--- config.mk ---
export PLATFORM = sky130hd
export DESIGN_NAME = rc4_phase_sequencer
export DESIGN_NICKNAME = d
export VERILOG_FILES = /design/src/rtl/rc4_phase_sequencer.sv
export SDC_FILE = /design/constraint.sdc
export NUM_CORES = 1
export LEC_CHECK = 0
export CORE_MARGIN = 2
export CORE_UTILIZATION = 44
export DETAILED_ROUTE_END_ITERATION = 8
export PLACE_DENSITY_LB_ADDON = 0.1
export SETUP_SLACK_MARGIN = 0.4
export SLEW_MARGIN = 40
export SYNTH_ARGS = -nofsm -noshare
export SYNTH_HDL_FRONTEND = slang
export SYNTH_SLANG_ARGS = --single-unit
--- constraint.sdc ---
create_clock -name clk -period 5.3 [get_ports clk]
set_clock_uncertainty 0.2 [all_clocks]
set_input_delay 0.795 -clock clk [delete_from_list [all_inputs] [get_ports clk]]
set_output_delay 0.795 -clock clk [all_outputs]
set_load 0.005 [all_outputs]
--- src/rtl/rc4_phase_sequencer.sv ---
// RC4 top-level phase sequencer: runs S-init, KSA and PRGA in order, owns the
// single S-RAM write port and aborts any phase that exceeds its watchdog budget.
module rc4_phase_sequencer #(
   parameter int unsigned TIMEOUT_CYCLES = 65535,
   parameter int unsigned ADDR_W         = 8,
   parameter int unsigned DATA_W         = 8
) (
   input  logic              clk,
   input  logic              reset,
   input  logic              start,
   output logic              done,
   output logic              busy,
   output logic              timeout_error,
   output logic [1:0]        phase,
   output logic              init_start,
   output logic              ksa_start,
   output logic              prga_start,
   input  logic              init_finished,
   input  logic              ksa_finished,
   input  logic              prga_finished,
   input  logic [ADDR_W-1:0] init_address,
   input  logic [ADDR_W-1:0] ksa_address,
   input  logic [ADDR_W-1:0] prga_address,
   input  logic [DATA_W-1:0] init_data,
   input  logic [DATA_W-1:0] ksa_data,
   input  logic [DATA_W-1:0] prga_data,
   input  logic              init_we,
   input  logic              ksa_we,
   input  logic              prga_we,
   output logic [ADDR_W-1:0] mem_address,
   output logic [DATA_W-1:0] mem_data,
   output logic              mem_we
);

   typedef enum logic [2:0] {
      S_IDLE,
      S_INIT,
      S_GAP1,
      S_KSA,
      S_GAP2,
      S_PRGA,
      S_DONE,
      S_ERROR
   } state_t;

   localparam logic [15:0] WD_LAST = 16'(TIMEOUT_CYCLES - 1);

   state_t      state;
   state_t      state_next;
   logic [15:0] wd_count;
   logic        wd_expired;
   logic        next_in_phase;

   always_comb begin
      state_next = state;
      wd_expired = (wd_count == WD_LAST);
      case (state)
         S_IDLE:  if (start) state_next = S_INIT;
         // the active engine's finished beats a same-cycle watchdog expiry
         S_INIT: begin
            if (init_finished)   state_next = S_GAP1;
            else if (wd_expired) state_next = S_ERROR;
         end
         S_GAP1:  state_next = S_KSA;
         S_KSA: begin
            if (ksa_finished)    state_next = S_GAP2;
            else if (wd_expired) state_next = S_ERROR;
         end
         S_GAP2:  state_next = S_PRGA;
         S_PRGA: begin
            if (prga_finished)   state_next = S_DONE;
            else if (wd_expired) state_next = S_ERROR;
         end
         S_DONE:  if (!start) state_next = S_IDLE;
         S_ERROR: if (!start) state_next = S_IDLE;
         default: state_next = S_IDLE;
      endcase
   end

   assign next_in_phase = (state_next == S_INIT) || (state_next == S_KSA) ||
                          (state_next == S_PRGA);

   always_ff @(posedge clk) begin
      if (reset) begin
         state      <= S_IDLE;
         init_start <= 1'b0;
         ksa_start  <= 1'b0;
         prga_start <= 1'b0;
         wd_count   <= '0;
      end else begin
         state      <= state_next;
         init_start <= (state_next == S_INIT);
         ksa_start  <= (state_next == S_KSA);
         prga_start <= (state_next == S_PRGA);
         // restart on phase entry, hold at zero outside the phases
         if (!next_in_phase || (state_next != state))
            wd_count <= '0;
         else
            wd_count <= wd_count + 16'd1;
      end
   end

   always_comb begin
      mem_address   = '0;
      mem_data      = '0;
      mem_we        = 1'b0;
      phase         = 2'd0;
      done          = 1'b0;
      busy          = 1'b0;
      timeout_error = 1'b0;
      case (state)
         S_INIT: begin
            mem_address = init_address;
            mem_data    = init_data;
            mem_we      = init_we;
            phase       = 2'd1;
            busy        = 1'b1;
         end
         S_KSA: begin
            mem_address = ksa_address;
            mem_data    = ksa_data;
            mem_we      = ksa_we;
            phase       = 2'd2;
            busy        = 1'b1;
         end
         S_PRGA: begin
            mem_address = prga_address;
            mem_data    = prga_data;
            mem_we      = prga_we;
            phase       = 2'd3;
            busy        = 1'b1;
         end
         S_GAP1, S_GAP2: busy = 1'b1;
         S_DONE:         done = 1'b1;
         S_ERROR:        timeout_error = 1'b1;
         default: ;
      endcase
   end

endmodule

# Word level (Yosys, flattened, before mapping)
# Index checks and enable logic that the tools add are counted.
[word_totals] register_bits=22 input_bits=57
[op_classes] add_sub_neg=1 n_eq_ne=12 n_mux=14 reduce_logical=8
[op_table] operator="8-bit one-hot mux with 3 select lines" n=2
[op_table] operator="3-bit one-hot mux with 7 select lines" n=1
[op_table] operator="3-bit two-way mux" n=6
[op_table] operator="16-bit by 1-bit adder with 16-bit output (second input constant)" n=1
[op_table] operator="16-bit == test (second input constant)" n=1
[op_table] operator="3-bit == test (second input constant)" n=5
[op_table] operator="3-bit by 2-bit == test with 1-bit output (second input constant)" n=3
[op_table] operator="3-bit by 1-bit == test with 1-bit output (second input constant)" n=2
[op_table] operator="2-bit one-hot mux with 3 select lines" n=1
[op_table] operator="5-bit OR reduction" n=1
[op_table] operator="2-bit OR reduction" n=2
[op_table] operator="3-bit logical NOT" n=1
[op_table] operator="1-bit logical OR" n=3
[op_table] operator="1-bit two-way mux" n=3
[op_table] operator="3-bit inequality test" n=1
[op_table] operator="1-bit one-hot mux with 3 select lines" n=1
[op_table] operator="1-bit logical NOT" n=1

# Longest topological paths before layout
[depth] ltp_word=10 mapped_depth=7

# Worst setup path after synthesis
# OpenSTA, ideal clock, no wires.
[synth_timing] kind="flip-flop to output port" start="register state[1]" end="output mem_data[3]" t_arrival_ns=1.408 t_required_ns=4.305 path_slack_ns=2.897 stages_incl_launch_ff=8 path_cell_list="dfxtp_1 buf_2 clkbuf_1 buf_2 mux2i_1 nor2_1 a21oi_1 nor2_1"
[synth_via] elab_chain_cells=2 word_cells_on_any_way=4
[synth_lines] item="from (decl)" line="48" rtl="state_t state;"
[synth_lines] item="from (signal assigned)" line="91" rtl="state <= state_next;"
[synth_lines] item="3-bit == test (tied with other cells)" line="111" rtl="case (state)"
[synth_lines] item="8-bit one-hot mux with 3 select lines *" line="111"
[synth_lines] item="to (decl)" line="31" rtl="output logic [DATA_W-1:0] mem_data,"
# Mark *: on every way between the ends. The rest lies on a longest branch, timed or not.

# Worst setup path in the final report
[layout_timing] start="register state[2]" end="output mem_data[4]"
# Same word-level chain as after synthesis.

==> run_results.csv <==
group,metric,value,unit
run_status,status,"complete, no violations",
die,core_area,0.00363,mm2
global_routing,grt_util_all_layers,0.242,
cts,cts_root_buf,"clkbuf_8",
final_layout,fin_util,0.697,
cts,hold_buffers,0,
drt,wl_per_cell,14.1,um
critical_path,crit_end,"mem_data[4]",
sta,fmax,286,MHz
sta,rsz0062_at_grt,"false",
synth,syn_avg_cell_area,7.63,um2
die,initial_utilization,0.456,
synth,synth-seq-cells,22,
sta,finalCriticalPeriod,3.49,ns
drt,totalWireLength,4780,um
cts,cts_buffers,3,
synth,syn_nets,276,
cts,postCtsSetupBuffers,0,
cts,cts_tree,"built",
global_routing,globalRoute.totalOverflow,0,
critical_path,cp-start-kind,"flip-flop",
global_routing,grt_start_max_net_pins,38,
cts,clkSinkCount,22,
critical_path,regToRegStartpoint,"wd_count[1]",
final_layout,final_area,0.00253,mm2
drt,detail_route.drc_violations,0,
die,io_pins,82,
drt,vias,1801,
synth,ys.flop_type,"dfxtp_1",
placed_design,gp_congestion,0.840,
drt,drt_iter0_markers,84,
synth,mappedNetlistArea,0.00166,mm2
sta,setup-tns-final,0,ns
global_routing,grt_pass1_wl,8070,um
drt,drtAntennaViolNets,0,
cts,clk_latency,0.27,ns
synth,ys_warn_count,0,
final_layout,drive_gt1_frac,0.0552,
die,die_w,65.3,um
final_layout,fill_cells,333,
die,dieArea,0.00427,mm2
power,leakage,0.000872,uW
sta,slew_viol_final,0,
placed_design,portBuffers,81,
cts,clockBufferDepth,2,
power,peakVddDrop,0.146,mV
drt,firstDrtPassIters,4,
synth,synthCells,217,
critical_path,worstPathRequired,4.30,ns
final_layout,areaGrowthSynthToFinish,53.0,%
sta,maxSlewHeadroom,0.545,
cts,cts_resized,0,
sta,worst_slew_pin_slew,0.683,ns
synth,yosysSeqAreaShare,0.266,
synth,synth-edff-count,0,
flow_run,max_cap_violations,0,
critical_path,critPathArrivalTime,2.50,ns
die,die_h,65.3,um
worst_hold_path,worst_hold_path_type,"reg -> reg",
critical_path,path_max_fanout,31,
synth,async_flop_share,0,
final_layout,nNetsFinal,350,
critical_path,criticalPathCategory,"reg -> out",
global_routing,grt_pass1_vias,1702,
final_layout,multiInputGateArea,0.00113,mm2
cts,clk_pin_slew,0.08,ns
critical_path,reg2reg_to,"wd_count[15]",
final_layout,register_area,442,um2
critical_path,regToRegSetupSlack,2.89,ns
global_routing,antenna_found_initial,0,
die,row_count,22,
drt,viasPerCell,5.33,
placed_design,dpl_cell_area,0.00248,mm2
power,power.total,460,uW
sta,setup_violations,0,
final_layout,num_antenna_cells,0,
sta,finalCritPeriodShare,0.659,
critical_path,reg2reg_depth,5,
cts,htreeDepth,1,
sta,hold_viol,0,
critical_path,cp-end-kind,"output port",
synth,synth.distinct_cells,48,
placed_design,hpwlAfterDp,3640,um
critical_path,cp-startpoint,"state[2]",
power,power_density,182,mW/mm2
-- metrics by stage --
stage | instances | hold slack, ns | worst slack [ns]
after floorplan | 217 | 0.272 | 2.90
after global placement | 334 | 0.309 | 1.49
after detailed placement | 334 | 0.317 | 2.11
after CTS | 338 | 0.334 | 1.81
after global routing | 338 | 0.377 | 1.55
final | 338 | 0.328 | 1.81
-- registers in the layout (all words and copies together) (netlist names) --
register / cells
ksa_start: 1
prga_start: 1
init_start: 1
wd_count: 16
state: 3
-- how the worst min path moves through the flow --
| stage | startpoint | endpoint | cells after the start |
|---|---|---|---|
| floorplan | wd_count[0] | wd_count[0] | 1 |
| global placement | wd_count[0] | wd_count[0] | 1 |
| detailed placement | wd_count[0] | wd_count[0] | 1 |
| CTS | wd_count[0] | wd_count[0] | 1 |
| global route | wd_count[0] | wd_count[0] | 1 |
| finish | wd_count[0] | wd_count[0] | 1 |
-- cells by family (layout without fill, tap and decap cells) --
logic type / Yosys count / count (layout) / share of synthesized area
xor gates and xnor gates: 14 / 14 / 0.0741
AOI/OAI and AO/OA: 50 / 50 / 0.183
and+or+nand+nor: 91 / 91 / 0.293
muxes: 18 / 18 / 0.116
buffers and inverters: 20 / 93 / 0.0522
adders and majority gates: 2 / 2 / 0.0151
DFF: 22 / 22 / 0.266
-- power breakdown --
part           internal, uW  switching [uW]
clock network          66.3            54.1
logic                  98.8            64.3
registers               170            6.28
-- layer usage --
metal	vias to the layer above	GRT usage	wire length (um)
met2	47	0.423	2380
li1	920	-	-
met1	821	0.288	2080
met4	0	0.102	134
met5	-	0	0
met3	13	0.0462	190
-- cells in the final DEF (no fill, tap or decap), types with 2 or more instances in the layout --
cell             instances
nor2_1                  38
nor3_1                   5
a2111oi_0                2
xnor2_1                  7
ha_1                     2
nand2_1                  7
nor4_1                   3
mux2i_1                 17
and3b_1                  2
dfxtp_1                 21
and2_1                   4
nand2b_1                 2
nand3_1                  7
inv_1                    7
xor2_1                   7
clkdlybuf4s50_1         81
a21oi_1                 33
and3_1                   2
clkbuf_8                 4
nor2b_1                  3
o21bai_1                 2
nand4_1                  7
-- worst max-delay path, stage by stage, from the launching register on --
cell and delay, ns:
dfxtp_2 0.68, inv_1 0.20, nor2_2 0.55, a21oi_1 0.15, nor2_1 0.11, clkdlybuf4s50_1 0.53
-- cell type report --
type / instances / area share
Clock buffer: 4 / 0.0217
Inverter: 7 / 0.0104
Multi-Input combinational cell: 175 / 0.447
Sequential cell: 22 / 0.174
Tap cell: 48 / 0.0237
Timing Repair Buffer: 82 / 0.323
-- cell usage after synthesis (all sizes together), types with 2 or more instances --
cell type | number | share of area
buf | 5 | 0.018
a2111oi | 2 | 0.011
clkbuf | 8 | 0.018
o21ai | 2 | 0.0083
xnor2 | 7 | 0.037
o21bai | 2 | 0.0091
nor4 | 4 | 0.019
and3 | 3 | 0.012
xor2 | 7 | 0.037
nand3 | 7 | 0.021
ha | 2 | 0.015
nor2 | 39 | 0.088
and2 | 4 | 0.015
nand2 | 7 | 0.016
inv | 7 | 0.016
mux2i | 17 | 0.10
nand2b | 2 | 0.0076
dfxtp | 22 | 0.27
and4 | 2 | 0.011
nor2b | 3 | 0.011
nor3 | 5 | 0.015
a21oi | 33 | 0.10
and3b | 2 | 0.011
nand4 | 8 | 0.039
Note: power is estimated with default switching activity, not from simulation.
